File: src/rtl/cpuif_fanout_pkg.sv
// rtl/cpuif_fanout_pkg.sv - state encoding and address decode shared by the cpuif fanout
package pkg_cpuif_fanout;

  typedef enum logic [2:0] {
    IDLE   = 3'd0,
    ISSUE  = 3'd1,
    WAIT   = 3'd2,
    RESP   = 3'd3,
    DECERR = 3'd4,
    TOUT   = 3'd5
  } state_e;

  // Slave index is everything above the per-slave window; out-of-range values are decode misses.
  function automatic logic [31:0] sel_of(input logic [31:0] addr, input int slv_addr_w);
    return addr >> slv_addr_w;
  endfunction

endpackage

File: src/rtl/cpuif_fanout_timeout_ctr.sv
// rtl/cpuif_fanout_timeout_ctr.sv - per-access cycle counter that flags expiry at TIMEOUT cycles
module cpuif_timeout_ctr #(
  parameter int TIMEOUT = 255
) (
  input  logic clk,
  input  logic rst_n,
  input  logic clear_i,
  input  logic en_i,
  output logic expired_o
);

  localparam int CW = (TIMEOUT > 0) ? $clog2(TIMEOUT + 1) : 1;

  logic [CW-1:0] cnt_q, cnt_d;

  always_comb begin
    cnt_d = cnt_q;
    if (clear_i)   cnt_d = '0;
    else if (en_i) cnt_d = cnt_q + CW'(1);
  end

  always_ff @(posedge clk or negedge rst_n) begin
    if (!rst_n) cnt_q <= '0;
    else        cnt_q <= cnt_d;
  end

  // Expiry is flagged in the cycle the count reaches TIMEOUT, so a same-cycle ack can still win.
  generate
    if (TIMEOUT == 0) begin : g_off
      assign expired_o = 1'b0;
    end else begin : g_on
      assign expired_o = en_i && !clear_i && (cnt_q == CW'(TIMEOUT - 1));
    end
  endgenerate

endmodule

File: src/rtl/cpuif_fanout.sv
// rtl/cpuif_fanout.sv - 1-to-N CPU register interface splitter with decode, timeout and spurious-ack checks
module cpuif_fanout
  import pkg_cpuif_fanout::*;
#(
  parameter int ADDR_W     = 13,
  parameter int DATA_W     = 16,
  parameter int N_SLV      = 4,
  parameter int SLV_ADDR_W = 11,
  parameter int TIMEOUT    = 255
) (
  input  logic                    clk,
  input  logic                    rst_n,
  input  logic                    s_req,
  input  logic                    s_req_is_wr,
  input  logic [ADDR_W-1:0]       s_addr,
  input  logic [DATA_W-1:0]       s_wr_data,
  input  logic [DATA_W-1:0]       s_wr_biten,
  output logic                    s_req_stall_wr,
  output logic                    s_req_stall_rd,
  output logic                    s_rd_ack,
  output logic                    s_rd_err,
  output logic [DATA_W-1:0]       s_rd_data,
  output logic                    s_wr_ack,
  output logic                    s_wr_err,
  output logic [N_SLV-1:0]        m_req,
  output logic                    m_req_is_wr,
  output logic [SLV_ADDR_W-1:0]   m_addr,
  output logic [DATA_W-1:0]       m_wr_data,
  output logic [DATA_W-1:0]       m_wr_biten,
  input  logic [N_SLV-1:0]        m_req_stall_wr,
  input  logic [N_SLV-1:0]        m_req_stall_rd,
  input  logic [N_SLV-1:0]        m_rd_ack,
  input  logic [N_SLV-1:0]        m_rd_err,
  input  logic [N_SLV*DATA_W-1:0] m_rd_data,
  input  logic [N_SLV-1:0]        m_wr_ack,
  input  logic [N_SLV-1:0]        m_wr_err,
  output logic                    stat_decerr,
  output logic                    stat_timeout,
  output logic                    stat_spurious
);

  localparam int IDX_W = (N_SLV > 1) ? $clog2(N_SLV) : 1;

  state_e                state_q, state_d;
  logic                  is_wr_q, is_wr_d;
  logic [SLV_ADDR_W-1:0] addr_q, addr_d;
  logic [DATA_W-1:0]     wdata_q, wdata_d;
  logic [DATA_W-1:0]     biten_q, biten_d;
  logic [IDX_W-1:0]      sel_q, sel_d;
  logic                  err_q, err_d;
  logic [DATA_W-1:0]     rdata_q, rdata_d;
  logic                  spur_q, spur_d;

  logic [31:0]       idx;
  logic [N_SLV-1:0]  sel_oh, exp_rd, exp_wr;
  logic [DATA_W-1:0] sel_rdata;
  logic              accept, busy, stalled, ack_window, ack_hit, ack_err, expired;
  logic              done, fault;

  assign idx    = sel_of(32'(s_addr), SLV_ADDR_W);
  assign accept = s_req && (state_q == IDLE);
  assign busy   = (state_q == ISSUE) || (state_q == WAIT);

  always_comb begin
    sel_oh    = '0;
    sel_rdata = '0;
    for (int i = 0; i < N_SLV; i++) begin
      sel_oh[i] = (sel_q == IDX_W'(i));
      if (sel_q == IDX_W'(i)) sel_rdata = m_rd_data[i*DATA_W +: DATA_W];
    end
  end

  // Only the selected slave's ack of the issued type, once the request has left the stall, counts.
  assign stalled    = is_wr_q ? |(m_req_stall_wr & sel_oh) : |(m_req_stall_rd & sel_oh);
  assign ack_window = ((state_q == ISSUE) && !stalled) || (state_q == WAIT);
  assign exp_rd     = (ack_window && !is_wr_q) ? sel_oh : '0;
  assign exp_wr     = (ack_window &&  is_wr_q) ? sel_oh : '0;
  assign ack_hit    = |(m_rd_ack & exp_rd) | |(m_wr_ack & exp_wr);
  assign ack_err    = |(m_rd_ack & m_rd_err & exp_rd) | |(m_wr_ack & m_wr_err & exp_wr);
  assign spur_d     = |(m_rd_ack & ~exp_rd) | |(m_wr_ack & ~exp_wr);

  always_comb begin
    state_d = state_q;
    is_wr_d = is_wr_q;
    addr_d  = addr_q;
    wdata_d = wdata_q;
    biten_d = biten_q;
    sel_d   = sel_q;
    err_d   = err_q;
    rdata_d = rdata_q;
    case (state_q)
      IDLE: begin
        if (s_req) begin
          is_wr_d = s_req_is_wr;
          addr_d  = s_addr[SLV_ADDR_W-1:0];
          wdata_d = s_wr_data;
          biten_d = s_wr_biten;
          sel_d   = idx[IDX_W-1:0];
          if (idx < 32'(N_SLV)) state_d = ISSUE;
          else                  state_d = DECERR;
        end
      end
      ISSUE, WAIT: begin
        if (ack_hit) begin
          state_d = RESP;
          err_d   = ack_err;
          rdata_d = is_wr_q ? '0 : sel_rdata;
        end else if (expired) begin
          state_d = TOUT;
        end else if ((state_q == ISSUE) && !stalled) begin
          state_d = WAIT;
        end
      end
      default: state_d = IDLE;
    endcase
  end

  always_ff @(posedge clk or negedge rst_n) begin
    if (!rst_n) begin
      state_q <= IDLE;
      is_wr_q <= 1'b0;
      addr_q  <= '0;
      wdata_q <= '0;
      biten_q <= '0;
      sel_q   <= '0;
      err_q   <= 1'b0;
      rdata_q <= '0;
      spur_q  <= 1'b0;
    end else begin
      state_q <= state_d;
      is_wr_q <= is_wr_d;
      addr_q  <= addr_d;
      wdata_q <= wdata_d;
      biten_q <= biten_d;
      sel_q   <= sel_d;
      err_q   <= err_d;
      rdata_q <= rdata_d;
      spur_q  <= spur_d;
    end
  end

  cpuif_timeout_ctr #(.TIMEOUT(TIMEOUT)) u_tmo (
    .clk       (clk),
    .rst_n     (rst_n),
    .clear_i   (accept),
    .en_i      (busy),
    .expired_o (expired)
  );

  assign done  = (state_q == RESP) || (state_q == DECERR) || (state_q == TOUT);
  assign fault = (state_q == DECERR) || (state_q == TOUT);

  assign s_req_stall_wr = (state_q != IDLE);
  assign s_req_stall_rd = (state_q != IDLE);
  assign s_rd_ack       = done && !is_wr_q;
  assign s_wr_ack       = done &&  is_wr_q;
  assign s_rd_err       = s_rd_ack && (fault || err_q);
  assign s_wr_err       = s_wr_ack && (fault || err_q);
  assign s_rd_data      = ((state_q == RESP) && !is_wr_q) ? rdata_q : '0;

  assign m_req       = (state_q == ISSUE) ? sel_oh : '0;
  assign m_req_is_wr = is_wr_q;
  assign m_addr      = addr_q;
  assign m_wr_data   = wdata_q;
  assign m_wr_biten  = biten_q;

  assign stat_decerr   = (state_q == DECERR);
  assign stat_timeout  = (state_q == TOUT);
  assign stat_spurious = spur_q;

endmodule

File: config.mk
export PLATFORM = sky130hd
export DESIGN_NAME = cpuif_fanout
export DESIGN_NICKNAME = d
export VERILOG_FILES = /design/src/rtl/cpuif_fanout_pkg.sv /design/src/rtl/cpuif_fanout_timeout_ctr.sv /design/src/rtl/cpuif_fanout.sv
export SDC_FILE = /design/constraint.sdc
export NUM_CORES = 1
export LEC_CHECK = 0
export BUFFER_PORTS_ARGS = -buffer_cell sky130_fd_sc_hd__buf_2
export CORE_MARGIN = 10
export CORE_UTILIZATION = 35
export DETAILED_ROUTE_END_ITERATION = 10
export MAX_ROUTING_LAYER = met4
export PLACE_DENSITY = 0.64
export SLEW_MARGIN = 40
export SYNTH_ARGS = -nofsm -noshare
export SYNTH_HDL_FRONTEND = slang
export SYNTH_HIERARCHICAL = 1
export SYNTH_SLANG_ARGS = --single-unit
File: constraint.sdc
create_clock -name clk -period 5 [get_ports clk]
set_clock_uncertainty 0.05 [all_clocks]
set_input_delay 0.25 -clock clk [delete_from_list [all_inputs] [get_ports clk]]
set_output_delay 0.25 -clock clk [all_outputs]
set_load 0.05 [all_outputs]
==> impl_metrics.ini <==
[outcome]
status = complete, no violations

[clocking]
clock_sinks = 75
cts_made_buffers = 9
cts_tree = done
h-tree-depth = 3
cts_buffer_depth = 2
worstSkewPairLatency_ps = 340
clk_pin_slew_ps = 70
cts_root_buf = clkbuf_16

[run]
drv_cap = 0

[global_route]
antenna_found_initial = 2
grt_pass1_vias = 3833
grt_max_degree = 76
overflow = 0
grt_pass1_wl_um = 19900
grtUsageTotal_pct = 15.3

[pwr]
leakagePower_uw = 0.00277
worst_ir_drop_vdd_mv = 0.414
total_power_uw = 4050
powerDensity_nw_per_um2 = 729

[route]
vias = 3552
drt_iter0_drc = 142
routedWlPerCell_um = 18.5
drcViolationCount = 0
wl_um = 12800
drt_pass1_iterations = 4
viasPerCell = 5.14
postRouteAntennaNets = 0

[floorplanning]
rows = 39
fp.dieH_um = 128
io_pins = 210
initial_utilization_pct = 35.8
die-area_um2 = 16500
die_w_um = 128
core_um2 = 11500

[critical_path]
cp.arrival_ps = 2980
cp-start-kind = register
crit_type = reg2reg
cp_num_buf_inv = 2
max_stage_delay_ps = 690
crit_start = sel_q[1]$_DFFE_PN0P_
worstSetupEndpointType = register
critPathMaxFanout = 25
cpMostUsedCell = buf_4
crit_cells = 7
slowest_stage = dfrtp_1
r2r_start = sel_q[1]$_DFFE_PN0P_
crit_chain = buf_4, mux2i_1, a221oi_2, nor3_2, a22oi_2, buf_4, mux2_1
critPathTopFamily = buffers and inverters
worstRegToRegCells = 7
worstPathRequired_ps = 5170

[synth]
ys_seq_area_share_pct = 45.7
syn-instance-count = 345
ys.flop_type = dfrtp_1
synth_top_area_share_pct = 45.7
synth_area_leaders = dfrtp_1, mux2_2, mux4_2
synth_top_area_cell = dfrtp_1
async_flop_share_pct = 100
ys_ff_latch = 75
synthDistinctLibCells = 51
netlist_area_um2 = 4110
synth-edff-count = 0
yosysWarnings = 6
postSynthNetCount = 484
synth_common_cells = dfrtp_1, mux2_2, nand2_1
avgSynthCellArea_um2 = 11.9
synth_most_common_cell = dfrtp_1

[sta]
final-hold-violation-count = 0
tightest_slew_ps = 679
fin_crit_sh_pct = 56.2
final.min_clock_period_ps = 2810
setup_violations = 0
maxSlewViolCount = 0
timing.fmax_ghz = 0.356
rsz0062_at_grt = no
finalSetupTns_ps = 0
max_slew_margin_pct = 54.7

[placed_design]
dp_hpwl_um = 9910
place.port_buffers = 209
dp.cells = 672
gp_congestion = 0.802

[final_layout]
stdcell_count = 691
syn2layout_area_growth_pct = 35.3
drive_gt1_share_pct = 55.9
fin_nets = 680

[worst_hold_path]
hp-class = in2reg
min_from = s_req_is_wr
hold_depth = 3
layout by cell type, fill, tap and decap left out, drive strengths merged, types with 5 or more instances in the layout:
cell type / count
nor4: 17
nand2: 25
dfrtp: 75
o21ai: 6
nor2: 21
mux4: 19
inv: 22
mux2: 47
mux2i: 20
a21oi: 8
nor3: 5
clkbuf: 9
buf: 212
layout make-up:
class                      count  area (um2)
fill                        1054        5910
inverter                      20        75.1
timing repair buffer         213        1080
multi-input combinational    222        2010
sequential                    75        1880
clock buffer                   9         225
tap                          143         179
antenna                        2        5.00
clock inverter                 7        98.8
what timing repair did:
| item | 4_1_cts | 5_1_grt |
|---|---|---|
| hold buffers | 1 | 0 |
| endpoints found under the hold margin | 75 | 0 |
| resized for setup | 0 | 0 |
| setup buffers | 0 | 0 |
through the flow:
step	instance area, um2	util [%]	hold slack, ps	worst slack, ps
global route	5560	48.5	86.3	2020
CTS	5550	48.4	87.1	2170
finish	5560	48.5	87.1	2190
global placement	5210	45.4	399	2170
detailed placement	5220	45.5	275	2180
floorplan	4110	-	-95.6	2070
where the power goes:
| group | internal [uW] | total [uW] | switching, uW |
|---|---|---|---|
| Sequential | 893 | 1160 | 263 |
| Clock | 440 | 707 | 266 |
| Combinational | 759 | 2190 | 1430 |
cells by family (layout without fill, tap and decap cells):
group           after synthesis  count (layout)  share of synthesized area (%)
simple gates                 98              98                           13.2
mux                          86              86                           28.3
flops                        75              75                           45.7
buf+inv                      48             249                           5.72
compound gates               32              32                           5.63
xor+xnor                      4               4                          0.853
fa+ha+maj                     2               2                          0.609
other cells                   0               2                              0
final timing paths:
path	endpoint	slack, ps
max reg2reg	err_q$_DFFE_PN0P_	2190
min reg2reg	err_q$_DFFE_PN0P_	440
min	m_req_is_wr$_DFFE_PN0P_	90
max in group asynchronous	sel_q[0]$_DFFE_PN0P_	3900
min in group asynchronous	m_wr_biten[10]$_DFFE_PN0P_	460
max	err_q$_DFFE_PN0P_	2190
registers in the layout, indices dropped and copies added, names as in the netlist:
name,count
m_wr_biten,16
m_wr_data,16
rdata_q,16
m_addr,11
u_tmo/cnt_q,8
state_q,3
sel_q,2
err_q,1
m_req_is_wr,1
stat_spurious,1
worst min-delay path, stage by stage:
cell	delay [ps]
buf_2	80
nand2_1	40
o21ai_0	60
routing by layer:
metal	track usage, %	share of wire (%)	up-vias
met5	-	0	-
met4	4.50	1.4	0
met3	4.89	7.8	13
met2	27.0	53	122
met1	16.0	38	1761
li1	-	-	1656
No activity file was read; power rests on OpenSTA's default activity.
